File: config.mk
export PLATFORM = sky130hd
export DESIGN_NAME = decoder_round_controller
export DESIGN_NICKNAME = d
export VERILOG_FILES = /design/src/rtl/decoder_pkg.sv /design/src/rtl/decoder_round_controller_phase_counter.sv /design/src/rtl/decoder_round_controller.sv
export SDC_FILE = /design/constraint.sdc
export NUM_CORES = 1
export LEC_CHECK = 0
export ABC_AREA = 0
export CORE_MARGIN = 1.5
export CORE_UTILIZATION = 35
export CTS_CLUSTER_SIZE = 8
export DETAILED_ROUTE_END_ITERATION = 10
export PLACE_DENSITY = 0.67
export SYNTH_ARGS = -nofsm -noshare
export SYNTH_HDL_FRONTEND = slang
export SYNTH_SLANG_ARGS = --single-unit
export TNS_END_PERCENT = 50
File: constraint.sdc
create_clock -name clk -period 2 [get_ports clk]
set_clock_uncertainty 0.15 [all_clocks]
set_input_delay 0.4 -clock clk [delete_from_list [all_inputs] [get_ports clk]]
set_output_delay 0.4 -clock clk [all_outputs]
set_load 0.05 [all_outputs]
File: src/rtl/decoder_pkg.sv
// Shared types and constants for the decoder round controller.
// The match word layout is {y, x}, with one coordinate per field.
package decoder_pkg;

    localparam int CORDINATE_WIDTH   = 3;
    localparam int MATCH_VALUE_WIDTH = 2 * CORDINATE_WIDTH;

    typedef enum logic [2:0] {
        ST_IDLE,
        ST_LOAD,
        ST_SETTLE,
        ST_START,
        ST_OFFER,
        ST_STOP,
        ST_CAPTURE,
        ST_OUTPUT
    } state_t;

    function automatic logic [CORDINATE_WIDTH-1:0] match_y(input logic [MATCH_VALUE_WIDTH-1:0] mv);
        return mv[MATCH_VALUE_WIDTH-1:CORDINATE_WIDTH];
    endfunction

    function automatic logic [CORDINATE_WIDTH-1:0] match_x(input logic [MATCH_VALUE_WIDTH-1:0] mv);
        return mv[CORDINATE_WIDTH-1:0];
    endfunction

endpackage

File: src/rtl/decoder_round_controller_phase_counter.sv
// Loadable down-counter that times both the settle window and the offer window.
// The counter saturates at zero, and o_done reflects terminal count.
module phase_counter #(
    parameter int WIDTH = 12
) (
    input  logic             clk,
    input  logic             reset,
    input  logic             i_load,
    input  logic [WIDTH-1:0] i_load_value,
    input  logic             i_dec,
    output logic             o_done
);

    logic [WIDTH-1:0] r_count;

    always_ff @(posedge clk) begin
        if (!reset) begin
            r_count <= '0;
        end else if (i_load) begin
            r_count <= i_load_value;
        end else if (i_dec && (r_count != '0)) begin
            r_count <= r_count - 1'b1;
        end
    end

    assign o_done = (r_count == '0);

endmodule

File: src/rtl/decoder_round_controller.sv
// Sequencer for one decoding round: it loads the grid, runs the settle and offer
// phases, captures the masked matches, and hands the result to the host.
//
// state      | meaning
// IDLE       | ready for a syndrome frame
// LOAD       | measurement_valid_out pulse to grid
// SETTLE     | wait SETTLE_CYCLES before offering
// START      | start_offer pulse
// OFFER      | offer window of OFFER_CYCLES
// STOP       | stop_offer pulse
// CAPTURE    | register masked match words, count round
// OUTPUT     | result held until result_ready
module decoder_round_controller #(
    parameter int ROWS              = 2,
    parameter int COLS              = 3,
    parameter int CORDINATE_WIDTH   = 3,
    parameter int MATCH_VALUE_WIDTH = 2 * CORDINATE_WIDTH,
    parameter int SETTLE_CYCLES     = 100,
    parameter int OFFER_CYCLES      = 2500
) (
    input  logic                                   clk,
    input  logic                                   reset,
    input  logic [ROWS*COLS-1:0]                   syndrome_in,
    input  logic                                   syndrome_valid,
    output logic                                   syndrome_ready,
    output logic [ROWS*COLS-1:0]                   measurement_value_out,
    output logic                                   measurement_valid_out,
    output logic                                   start_offer,
    output logic                                   stop_offer,
    input  logic [ROWS*COLS*MATCH_VALUE_WIDTH-1:0] match_value_in,
    output logic                                   result_valid,
    input  logic                                   result_ready,
    output logic [ROWS*COLS*MATCH_VALUE_WIDTH-1:0] result_match,
    output logic [ROWS*COLS-1:0]                   result_syndrome,
    output logic [15:0]                            round_count,
    output logic                                   busy
);

    import decoder_pkg::*;

    localparam int N_STAB  = ROWS * COLS;
    localparam int MW      = MATCH_VALUE_WIDTH;
    localparam int CNT_MAX = (SETTLE_CYCLES > OFFER_CYCLES) ? SETTLE_CYCLES : OFFER_CYCLES;
    localparam int CNT_W   = $clog2(CNT_MAX + 1);

    state_t                r_state;
    state_t                w_next;
    logic                  w_accept;
    logic                  w_cnt_load;
    logic [CNT_W-1:0]      w_cnt_value;
    logic                  w_cnt_dec;
    logic                  w_cnt_done;

    logic [N_STAB-1:0]     r_syndrome;
    logic [N_STAB*MW-1:0]  r_result_match;
    logic [15:0]           r_round_count;
    logic                  r_meas_valid;
    logic                  r_start;
    logic                  r_stop;
    logic                  r_result_valid;
    logic                  r_busy;
    logic                  r_syn_ready;

    phase_counter #(
        .WIDTH(CNT_W)
    ) u_phase_counter (
        .clk         (clk),
        .reset       (reset),
        .i_load      (w_cnt_load),
        .i_load_value(w_cnt_value),
        .i_dec       (w_cnt_dec),
        .o_done      (w_cnt_done)
    );

    assign w_accept = (r_state == ST_IDLE) && syndrome_valid;

    always_comb begin
        w_next      = r_state;
        w_cnt_load  = 1'b0;
        w_cnt_value = '0;
        w_cnt_dec   = 1'b0;
        case (r_state)
            ST_IDLE: begin
                if (syndrome_valid) begin
                    w_next = (syndrome_in != '0) ? ST_LOAD : ST_OUTPUT;
                end
            end
            ST_LOAD: begin
                w_cnt_load  = 1'b1;
                w_cnt_value = CNT_W'(SETTLE_CYCLES - 1);
                w_next      = ST_SETTLE;
            end
            ST_SETTLE: begin
                if (w_cnt_done) w_next = ST_START;
                else            w_cnt_dec = 1'b1;
            end
            ST_START: begin
                w_cnt_load  = 1'b1;
                w_cnt_value = CNT_W'(OFFER_CYCLES - 1);
                w_next      = ST_OFFER;
            end
            ST_OFFER: begin
                if (w_cnt_done) w_next = ST_STOP;
                else            w_cnt_dec = 1'b1;
            end
            ST_STOP:    w_next = ST_CAPTURE;
            ST_CAPTURE: w_next = ST_OUTPUT;
            ST_OUTPUT: begin
                if (result_ready) w_next = ST_IDLE;
            end
            default:    w_next = ST_IDLE;
        endcase
    end

    // Outputs are decoded from the next state so every grid-facing signal is a flop.
    always_ff @(posedge clk) begin
        if (!reset) begin
            r_state        <= ST_IDLE;
            r_syndrome     <= '0;
            r_result_match <= '0;
            r_round_count  <= '0;
            r_meas_valid   <= 1'b0;
            r_start        <= 1'b0;
            r_stop         <= 1'b0;
            r_result_valid <= 1'b0;
            r_busy         <= 1'b0;
            r_syn_ready    <= 1'b1;
        end else begin
            r_state        <= w_next;
            r_meas_valid   <= (w_next == ST_LOAD);
            r_start        <= (w_next == ST_START);
            r_stop         <= (w_next == ST_STOP);
            r_result_valid <= (w_next == ST_OUTPUT);
            r_busy         <= (w_next != ST_IDLE);
            r_syn_ready    <= (w_next == ST_IDLE);
            if (w_accept) begin
                r_syndrome <= syndrome_in;
                if (syndrome_in == '0) begin
                    r_result_match <= '0;
                    r_round_count  <= r_round_count + 16'd1;
                end
            end
            if (r_state == ST_CAPTURE) begin
                for (int i = 0; i < N_STAB; i++) begin
                    r_result_match[i*MW +: MW] <= r_syndrome[i] ? match_value_in[i*MW +: MW] : '0;
                end
                r_round_count <= r_round_count + 16'd1;
            end
        end
    end

    assign syndrome_ready        = r_syn_ready;
    assign measurement_value_out = r_syndrome;
    assign measurement_valid_out = r_meas_valid;
    assign start_offer           = r_start;
    assign stop_offer            = r_stop;
    assign result_valid          = r_result_valid;
    assign result_match          = r_result_match;
    assign result_syndrome       = r_syndrome;
    assign round_count           = r_round_count;
    assign busy                  = r_busy;

endmodule
==> metrics, run 1 <==
outcome=finished clean; Slew @ Worst Pin=490 ps; largest net degree at the start of global routing=38; pwr/cell area=893 mW/mm²; initial antenna violation count=0; Setup TNS=0 ps; Sink Count=79; Seq/Total Area, Yosys=0.465; Area Overhead vs Synth=45.0%; First-pass DRT Iterations=5; Hold Crit Class=register to register; die area=0.0103 mm²; Initial Util=0.364; # IOs=116; Avg Inst Size Synth=9.02 µm²; Synth area leaders=dfxtp_1, a22oi_1, nor2_1; final-report setup violation count=0; fmax=0.500 GHz; antenna cells=0; reg-to-reg startpoint=r_state[2]; DRC errors left=0; CTS Hold Bufs=0; final worst-path cycle share=0.999; Yosys top cell by area=dfxtp_1; row count=35; syn_nets=425; non-filler instance count after layout=638; Slew Viols, Final=0; Main synth FF type=dfxtp_1; CP Max Fanout=7; Critical Path Start Type=primary input; FF/Latch Area=0.00159 mm²; crit path time final=2000 ps; Peak VDD IR=0.000411 V; Fin. Hold Viols=0; via count of the first global-routing pass=3115; cts bufs inserted=9; Antenna Nets Post-Route=0; DRT iter0 DRCs=186; cells after synthesis=377; Nets=553; global-route usage over all layers=0.183; Worst-Skew Late Latency=350 ps; max-cap viol count=0; RD Place Congestion=0.887; Fillers=879; via/cell ratio=5.26; Synth Warn #=0; mapped cell area=0.00340 mm²; RSZ-0062 raised after global routing=yes; layout cells sized above 1=0.287; die width=102 µm; Post-synth EDFFs=0; #FFs+latches synth=79; leakage power=1.96 nW; Avg WL per Cell=14.9 µm; clock-pin transition on the worst setup and hold timing paths=80 ps; Yosys cell types=48; Post-synth ARST share=0; first-pass GRT wire length=15.0 mm; CTS Buffer Depth=2; top cell type's share of synthesized area=0.465; vias post-DR=3358; Core Box Area=0.00933 mm²; hpwl dp=6.87 mm; WL final=9.54 mm; relative slew slack=0.674; CP Data Arrival Time=2140 ps; Placed Cells incl. Taps=619; Hold Startpoint=u_phase_counter.r_count[10]; gr ovfl total=0; Port Buffers=115; htree depth=3; CP Launch Point=syndrome_in[5]; most frequent cell after synthesis=dfxtp_1; list of most frequent post-synthesis cells=dfxtp_1, nor2_1, a22oi_1; Die Ht=102 µm; CTS tree=done; Worst EP required=2140 ps; multi-input combinational cell area=0.00171 mm²; CP Class=primary input to register; root buf cell=clkbuf_8; Critical Path End Type=register
critical path: stages:
cell and delay (ps):
clkdlybuf4s50_1 480, nor4_4 200, buf_4 220, a31oi_4 130
or4_4 550, a21oi_2 150
state kept, by name (all words and copies together) (netlist names):
| signal | flops |
|---|---|
| result_match | 36 |
| round_count | 16 |
| u_phase_counter.r_count | 12 |
| measurement_value_out | 6 |
| r_state | 3 |
| busy | 1 |
| measurement_valid_out | 1 |
| result_valid | 1 |
| start_offer | 1 |
| stop_offer | 1 |
| syndrome_ready | 1 |
final timing paths:
path	endpoint	slack, ps	cells after the start
hold reg to reg	u_phase_counter.r_count[10]	350	2
setup / recovery	round_count[8]	1	6
hold / removal	u_phase_counter.r_count[10]	350	2
setup reg to reg	busy	110	6
final cells by class:
cell class	count	share of cell area
Multi-Input combinational cell	258	0.346
Clock inverter	5	0.0117
Sequential cell	79	0.323
Clock buffer	10	0.0279
Tap cell	129	0.0327
Inverter	8	0.00609
Timing Repair Buffer	149	0.253
power breakdown:
part | internal (mW) | switching [mW]
Sequential | 1.67 | 0.0832
Combinational | 0.633 | 0.825
Clock | 0.606 | 0.586
cell families (layout without fill, tap and decap cells):
family,after synthesis,in the layout,synth area share
fa+ha+maj,2,2,0.00736
flops,79,79,0.465
compound gates,102,104,0.212
mux,7,7,0.0206
simple gates,142,142,0.228
xor+xnor,3,3,0.00773
buf+inv,42,172,0.0589
placed cells by master (no fill, tap or decap), types with 3 or more instances in the layout:
cell / synthesis / final
a31oi_4: 1 / 3
dlygate4sd2_1: 0 / 5
dfxtp_1: 79 / 72
buf_4: 7 / 100
a211oi_1: 3 / 3
nand4_1: 9 / 9
a22oi_1: 36 / 36
nor2_1: 56 / 54
or4_4: 1 / 3
a21oi_1: 23 / 22
dfxtp_2: 0 / 7
nor4_1: 4 / 4
clkdlybuf4s50_1: 0 / 42
nor3_1: 5 / 5
nor4_4: 2 / 3
or3_1: 10 / 10
a31oi_1: 4 / 4
or4_1: 12 / 10
inv_1: 7 / 7
nand2_1: 11 / 11
clkbuf_8: 0 / 10
mux2i_1: 7 / 7
o21a_1: 5 / 5
and3_1: 3 / 3
and2_1: 7 / 7
o21ai_0: 8 / 8
nand3_1: 11 / 11
o31ai_1: 11 / 11
through the flow:
| step | hold WS (ps) | util | instance area, µm² | setup WS (ps) | power (mW) |
|---|---|---|---|---|---|
| after global placement | 321 | 0.498 | 4640 | -540 | 3.16 |
| final | 346 | 0.528 | 4930 | 1.26 | 4.40 |
| after detailed placement | 335 | 0.498 | 4640 | -597 | 3.17 |
| after floorplan | 308 | - | 3410 | 7.21 | 2.65 |
| after global routing | 360 | 0.528 | 4930 | -22.6 | 4.63 |
| after CTS | 339 | 0.524 | 4890 | 34.8 | 4.39 |
what timing repair did:
| item | CTS | global route |
|---|---|---|
| pin swaps | 2 | 6 |
| cloned | 2 | 0 |
| buffers inserted | 2 | 0 |
| endpoints found under the setup margin | 56 | 19 |
| gates resized for setup | 9 | 10 |
routing by layer:
| layer | up-vias | GRT usage | wire [µm] |
|---|---|---|---|
| met5 | - | 0 | 0 |
| met4 | 0 | 0.0833 | 178 |
| met3 | 17 | 0.0317 | 554 |
| met2 | 129 | 0.270 | 4340 |
| met1 | 1560 | 0.259 | 4470 |
| li1 | 1652 | - | - |
Power figures use the tool's default switching activity.
==> inputs of run 2 (changes only) <==
Settings changed: MAX_ROUTING_LAYER set to met4.
==> run 2 against run 1 <==
Against the previous run: register-to-register slack is essentially flat; sequential power is essentially flat; clock power is essentially flat; critical path type unchanged; highest routed layer unchanged; largest cell class unchanged.
==> metrics, run 2 (same netlist as run 1, synthesis figures left out) <==
Core Box Area=0.00933 mm²; htree depth=3; Fillers=879; Largest register FFs=36; Worst-Skew Late Latency=350 ps; Slew Viols, Final=0; CP Buf/Inv Count=2; Fin. Hold Viols=0; crit path time final=2000 ps; Critical Path Slowest Stage Cell=or4_4; vias post-DR=3381; CP Max Fanout=7; Port Buffers=115; # IOs=116; RD Place Congestion=0.902; row count=35; largest net degree at the start of global routing=38; leakage power=1.97 nW; clock-pin transition on the worst setup and hold timing paths=80 ps; Power, Total=4.41 mW; CP Launch Point=syndrome_in[5]; fin util=0.529; non-filler instance count after layout=638; First-pass DRT Iterations=5; antenna cells=0; pwr/cell area=893 mW/mm²; Placed Cells incl. Taps=619; root buf cell=clkbuf_8; fmax=0.501 GHz; final-report setup violation count=0; relative slew slack=0.666; layout cells sized above 1=0.289; reg-to-reg startpoint=r_state[1]; Initial Util=0.364; CP top delay family=simple AND/OR/NAND/NOR gates; pre-CTS WS=-597 ps; Worst EP required=2140 ps; outcome=finished clean; Hold Startpoint=u_phase_counter.r_count[10]; CTS tree=done; Peak VDD IR=0.000411 V; Slew @ Worst Pin=500 ps; hpwl dp=6.87 mm; CP Class=primary input to register; Sink Count=79; Antenna Nets Post-Route=0; Final WS setup=3.55 ps; Die Ht=102 µm; Nets=553; Critical Path Start Type=primary input; CP cell instances=clkdlybuf4s50_1 -> nor4_4 -> buf_4 -> a31oi_4 -> or4_4 -> a21oi_2; Hold Crit Class=register to register; gr ovfl total=0; DRC errors left=0; cts bufs inserted=9; Setup TNS=0 ps; max-cap viol count=0; RSZ-0062 raised after global routing=yes; via count of the first global-routing pass=3104; fin area=0.00493 mm²; die area=0.0103 mm²; Avg WL per Cell=15.0 µm; via/cell ratio=5.30; global-route usage over all layers=0.188; leading cell type in the layout, fill and taps excluded=buf_4; Area Overhead vs Synth=45.2%; CP Data Arrival Time=2130 ps; worst hold margin=346 ps; most frequent cells in the layout=buf_4, dfxtp_1, nor2_1, clkdlybuf4s50_1, a22oi_1; first-pass GRT wire length=15.0 mm; die width=102 µm; DRT iter0 DRCs=163; initial antenna violation count=0; slowest stage delay, CP=550 ps; CTS Buffer Depth=2; Critical Path End Type=register; final worst-path cycle share=0.998; Placed Area=0.00464 mm²; CTS Hold Bufs=0; WL final=9.54 mm
## run 2: what timing repair did
action | 4_1_cts | 5_1_grt
resized for setup | 9 | 11
setup buffers | 2 | 0
endpoints found under the setup margin | 56 | 19
cloned | 2 | 0
pin swaps | 2 | 6
## run 2: per-layer routing
metal,routed length (µm),share of wire,track usage
met5,0,0,-
met4,183,0.019,0.0833
met3,514,0.054,0.0283
met2,4360,0.46,0.269
met1,4480,0.47,0.262
## run 2: path summary, 6_finish.rpt
check | slack, ps | depth (start not counted) | endpoint
setup / recovery | 4 | 6 | round_count[8]
hold / removal | 350 | 2 | u_phase_counter.r_count[10]
setup reg to reg | 110 | 5 | round_count[8]
hold reg to reg | 350 | 2 | u_phase_counter.r_count[10]
## run 2: final cells by class
cell class              count  area, µm²  share of cell area
multi-input cells         258       1710               0.347
repair buffers            149       1250               0.253
clock buffers              10        138              0.0279
inverters                   8       30.0             0.00609
clock inverters             5       57.6              0.0117
well taps                 129        161              0.0327
flip-flops and latches     79       1590               0.322
## run 2: worst min-delay path: cells and delay by family (launching register included)
kind | cells | cell delay (ps)
AO/OA/AOI/OAI | 2 | 110
flip-flops | 1 | 340
## run 2: report_power, final
part / leakage [nW] / internal [mW] / total (mW) / switching (mW)
logic: 1.22 / 0.634 / 1.46 / 0.828
registers: 0.643 / 1.67 / 1.75 / 0.0830
clock network: 0.103 / 0.606 / 1.19 / 0.584
